--- config.mk ---
export PLATFORM = sky130hd
export DESIGN_NAME = irq_collector
export DESIGN_NICKNAME = d
export VERILOG_FILES = /design/src/rtl/irq_collector_pkg.sv /design/src/rtl/irq_collector_line.sv /design/src/rtl/irq_collector.sv
export SDC_FILE = /design/constraint.sdc
export NUM_CORES = 1
export LEC_CHECK = 0
export CAP_MARGIN = 20
export CELL_PAD_IN_SITES_DETAIL_PLACEMENT = 1
export CELL_PAD_IN_SITES_GLOBAL_PLACEMENT = 1
export CORE_MARGIN = 1.5
export CORE_UTILIZATION = 40
export CTS_CLUSTER_DIAMETER = 100
export CTS_CLUSTER_SIZE = 28
export DETAILED_ROUTE_END_ITERATION = 8
export GPL_TIMING_DRIVEN = 1
export PLACE_DENSITY_LB_ADDON = 0.1
export SETUP_SLACK_MARGIN = 0.05
export SYNTH_ARGS = -nofsm -noshare
export SYNTH_HDL_FRONTEND = slang
export SYNTH_SLANG_ARGS = --single-unit
--- constraint.sdc ---
create_clock -name clk -period 1.6 [get_ports clk]
set_input_delay 0.4 -clock clk [delete_from_list [all_inputs] [get_ports clk]]
set_output_delay 0.4 -clock clk [all_outputs]
set_load 0.01 [all_outputs]
--- src/rtl/irq_collector_pkg.sv ---
// Shared constants and helpers for the interrupt collector.
// Stands in for the IR_NUM / GET_WIDTH definitions used elsewhere in the CPU.
package irq_collector_pkg;

   localparam int IR_NUM = 30;

   typedef enum logic {
      ST_PRIME,
      ST_RUN
   } state_e;

   // Bits needed to hold the value 0..value inclusive.
   function automatic int get_width(input int value);
      return (value < 2) ? 1 : $clog2(value + 1);
   endfunction

endpackage

--- src/rtl/irq_collector_line.sv ---
// One interrupt line: synchroniser, polarity fix, optional glitch filter
// (IRQ_FILTER_EN), edge history and the ir_map output flop.
module irq_line #(
   parameter logic EDGE = 1'b0,
   parameter logic POL  = 1'b0
`ifdef IRQ_FILTER_EN
   ,
   parameter int FILTER_CYCLES = 4
`endif
) (
   input  logic clk,
   input  logic rst_n,
   input  logic dev_irq_i,
   input  logic lvl_en_i,
   input  logic edge_en_i,
   output logic irq_level_o,
   output logic ir_map_o
);

   logic [1:0] sync_q;
   logic       pol_s;
   logic       level;
   logic       hist_q;
   logic       ir_map_q, ir_map_d;

   always_ff @(posedge clk or negedge rst_n) begin
      if (!rst_n) sync_q <= '0;
      else        sync_q <= {sync_q[0], dev_irq_i};
   end

   assign pol_s = sync_q[1] ^ POL;

`ifdef IRQ_FILTER_EN
   localparam int CW = irq_collector_pkg::get_width(FILTER_CYCLES);
   localparam logic [CW-1:0] CNT_MAX = CW'(FILTER_CYCLES - 1);

   logic [CW-1:0] cnt_q;
   logic          flt_q;

   // Counter tracks consecutive cycles the input disagrees with the filtered state.
   always_ff @(posedge clk or negedge rst_n) begin
      if (!rst_n) begin
         cnt_q <= '0;
         flt_q <= 1'b0;
      end else if (pol_s == flt_q) begin
         cnt_q <= '0;
      end else if (cnt_q == CNT_MAX) begin
         cnt_q <= '0;
         flt_q <= pol_s;
      end else begin
         cnt_q <= cnt_q + CW'(1);
      end
   end

   assign level = flt_q;
`else
   assign level = pol_s;
`endif

   assign irq_level_o = level;

   always_comb begin
      ir_map_d = 1'b0;
      if (EDGE) ir_map_d = edge_en_i & level & ~hist_q;
      else      ir_map_d = lvl_en_i & level;
   end

   always_ff @(posedge clk or negedge rst_n) begin
      if (!rst_n) begin
         hist_q   <= 1'b0;
         ir_map_q <= 1'b0;
      end else begin
         hist_q   <= level;
         ir_map_q <= ir_map_d;
      end
   end

   assign ir_map_o = ir_map_q;

endmodule

--- src/rtl/irq_collector.sv ---
// Normalises 30 asynchronous device interrupt lines into CP0 ir_map bits.
// Define IRQ_FILTER_EN to build in the per-line glitch filter.
module irq_collector
   import irq_collector_pkg::*;
#(
   parameter logic [IR_NUM:1] EDGE_MASK     = '0,
   parameter logic [IR_NUM:1] POL_MASK      = '0,
   parameter int              FILTER_CYCLES = 4
) (
   input  logic              clk,
   input  logic              rst_n,
   input  logic [IR_NUM:1]   dev_irq,
   output logic [IR_NUM:1]   ir_map,
   output logic [IR_NUM:1]   irq_level
);

   if (FILTER_CYCLES < 1 || FILTER_CYCLES > 255) begin : g_bad_filter
      $error("irq_collector: FILTER_CYCLES must be 1..255");
   end

   state_e     state_q;
   logic [1:0] prime_cnt_q;
   logic       lvl_en_q;
   logic       edge_en_q;

   // PRIME covers the release cycle plus two more while the synchronisers fill.
   // Level outputs may load on the PRIME->RUN edge; edge detection starts one
   // cycle later so the history already holds the post-reset level.
   always_ff @(posedge clk or negedge rst_n) begin
      if (!rst_n) begin
         state_q     <= ST_PRIME;
         prime_cnt_q <= 2'd0;
         lvl_en_q    <= 1'b0;
         edge_en_q   <= 1'b0;
      end else begin
         case (state_q)
            ST_PRIME: begin
               prime_cnt_q <= prime_cnt_q + 2'd1;
               if (prime_cnt_q == 2'd1) lvl_en_q <= 1'b1;
               if (prime_cnt_q == 2'd2) begin
                  state_q   <= ST_RUN;
                  edge_en_q <= 1'b1;
               end
            end
            default: ;
         endcase
      end
   end

   for (genvar i = 1; i <= IR_NUM; i++) begin : g_line
      irq_line #(
         .EDGE          (EDGE_MASK[i]),
         .POL           (POL_MASK[i])
`ifdef IRQ_FILTER_EN
         ,
         .FILTER_CYCLES (FILTER_CYCLES)
`endif
      ) u_line (
         .clk         (clk),
         .rst_n       (rst_n),
         .dev_irq_i   (dev_irq[i]),
         .lvl_en_i    (lvl_en_q),
         .edge_en_i   (edge_en_q),
         .irq_level_o (irq_level[i]),
         .ir_map_o    (ir_map[i])
      );
   end

endmodule

==> flow_metrics.env <==
export IMPL_status="finished, final reports clean"
export IMPL_power_density_mw_per_mm2=1100
export IMPL_vias=1381
export IMPL_pin_count=92
export IMPL_synth_area_leaders="dfrtp_1 77%, buf_4 15%, and2_1 6.1%"
export IMPL_slowest_delay_ns=0.39
export IMPL_core_area_sq_mm=0.00733
export IMPL_vias_per_cell=4.09
export IMPL_wl_per_cell_um=14.0
export IMPL_clk_pin_slew_worst_paths_ns=0.08
export IMPL_critical_path_buf_inv_count=1
export IMPL_fin_nets=270
export IMPL_port_buffers=91
export IMPL_globalRouteOverflowTotal=0
export IMPL_area_growth_syn_to_layout_pct=21.7
export IMPL_post_route_period_util_pct=88.3
export IMPL_place_ws_ns=0.307
export IMPL_min_path_type="primary input to asynchronous set/reset pin"
export IMPL_antenna_found_initial=0
export IMPL_cts_hold_buf=0
export IMPL_clk_path_buf_depth=2
export IMPL_synthCells=196
export IMPL_grt_setup_unrepaired="no"
export IMPL_seq_area_frac_synth_pct=76.5
export IMPL_worst_clock_skew_ns=0.00628
export IMPL_setup_ws_ns=0.187
export IMPL_slowest_stage="dfrtp_1"
export IMPL_gp_congestion=0.652
export IMPL_setup_worst_path_end_class="primary output"
export IMPL_drcViolationCount=0
export IMPL_yosysUniqueCellTypes=11
export IMPL_tritoncts="yes"
export IMPL_drv_slew=0
export IMPL_path_cells="dlygate4sd2_1"
export IMPL_postSynthAreaPerCell_sq_um=15.7
export IMPL_synth_top_cell_by_area="dfrtp_1"
export IMPL_cts_setup_buffers=0
export IMPL_grt_pass1_wl_mm=7.89
export IMPL_grtUsageTotal_pct=12.7
export IMPL_synth_top_area_share_pct=76.5
export IMPL_drt_total_wl_mm=4.73
export IMPL_synth_nets=230
export IMPL_dr_first_iter_drc_count=29
export IMPL_final_setup_viol_count=0
export IMPL_synth_seq_cells=94
export IMPL_crit_type="register to primary output"
export IMPL_cp_start_kind="register"
export IMPL_cts_max_level=3
export IMPL_insertedDiodeCount=0
export IMPL_irDropWorstVdd_mv=0.470
export IMPL_worst_pin_slew_ns=0.801
export IMPL_max_freq_mhz=708
export IMPL_cp_arrival_ns=1.01
export IMPL_ant_nets=0
export IMPL_period_minus_slack_ns=1.41
export IMPL_ys_warn_count=0
export IMPL_cts_sinks=94
export IMPL_die_area_sq_mm=0.00822
export IMPL_fillers=727
export IMPL_slew_headroom_pct=46.6
export IMPL_initial_core_util_pct=41.9
export IMPL_ctsResizeCount=60
export IMPL_numCtsBuffers=9
export IMPL_die_w_um=90.7
export IMPL_tns_ns=0
export IMPL_max_cap_viol_count=0
export IMPL_power_total_w=0.00410
export IMPL_path_delay_family="flip-flops"
export IMPL_critPathMaxFanout=2
export IMPL_p_leak_nw=1.74
export IMPL_grt_pass1_vias=1569
export IMPL_first_pass_iters=2
export IMPL_final_util_pct=51.0
export IMPL_syn_area_sq_mm=0.00307
export IMPL_grt_max_degree=95
export IMPL_insertion_delay_ns=0.33
export IMPL_num_rows=31
export IMPL_required_ns=1.20
export IMPL_cts_root_buf="clkbuf_8"
export IMPL_final_layout_size_suffix_gt1_share_pct=6.28
export IMPL_die_height_um=90.7
export IMPL_finalHoldViolCount=0
synthesized netlist by cell type:
master / count
a21o_1: 1
and2_1: 30
buf_2: 1
buf_4: 60
clkbuf_2: 2
dfrtp_1: 94
ha_1: 2
inv_1: 3
mux2i_1: 1
or2_2: 1
xnor2_1: 1
cell usage in the layout, fill, tap and decap left out:
| cell | synthesis | layout |
|---|---|---|
| a21o_1 | 1 | 1 |
| buf_12 | 0 | 1 |
| and2_1 | 30 | 30 |
| clkbuf_1 | 0 | 2 |
| mux2i_1 | 1 | 1 |
| dlygate4sd2_1 | 0 | 60 |
| ha_1 | 2 | 2 |
| dfrtp_1 | 94 | 94 |
| clkinv_2 | 0 | 2 |
| buf_4 | 60 | 1 |
| or2_2 | 1 | 1 |
| inv_1 | 3 | 3 |
| clkdlybuf4s50_1 | 0 | 30 |
| clkbuf_8 | 0 | 10 |
| xnor2_1 | 1 | 1 |
final timing paths:
kind	startpoint	endpoint	slack (ns)	cells after the start
max	g_line[20].u_line.sync_q[1]	irq_level[20]	0.19	1
min	rst_n	g_line[9].u_line.sync_q[0]	0.1	2
max reg2reg	lvl_en_q	g_line[14].u_line.ir_map_o	0.43	1
min reg2reg	g_line[10].u_line.sync_q[0]	g_line[10].u_line.sync_q[1]	0.35	0
max in group asynchronous	rst_n	g_line[10].u_line.sync_q[0]	1.14	2
min in group clk	g_line[10].u_line.sync_q[0]	g_line[10].u_line.sync_q[1]	0.35	0
through the flow:
step	hold slack (ns)	area, sq um	cells
global route	0.127	3740	338
detailed placement	0.336	3660	324
global placement	0.331	3660	324
finish	0.0965	3740	338
CTS	0.113	3740	338
floorplan	0.104	3070	196
layout make-up:
type                            instances  area, sq um  share of cell area [%]
Sequential cell                        94         2350                    62.9
Timing Repair Buffer                   92          853                    22.8
Clock buffer                           12          145                    3.88
Inverter                                3         11.3                   0.301
Multi-Input combinational cell         36          245                    6.56
Clock inverter                          2         10.0                   0.268
Tap cell                               99          124                    3.31
flip-flops by register name (all words and copies together), names as in the netlist:
| register | count |
|---|---|
| g_line.u_line.sync_q | 60 |
| prime_cnt_q | 2 |
| g_line.u_line.ir_map_o | 30 |
| state_q | 1 |
| lvl_en_q | 1 |
kinds of logic after synthesis:
logic type	after synthesis	synth area share, %
AND/OR/NAND/NOR	31	6.31
XOR/XNOR	1	0.285
adder cells (fa/ha/maj)	2	0.814
buffers and inverters	66	15.5
AO/OA/AOI/OAI	1	0.244
flip-flops	94	76.5
multiplexers	1	0.326
where the power goes:
group	switching, W	internal (W)
logic	0.000133	0.000161
clock network	0.000700	0.000587
registers	0.0000357	0.00249
per-layer routing:
layer	vias to the layer above	track usage, %	part of all wire, %
met2	48	22.4	55
met1	713	14.1	37
li1	612	-	-
met4	0	5.95	1.5
met3	8	3.79	6.3
met5	-	0	0
Note: power is estimated with default switching activity, not from simulation.
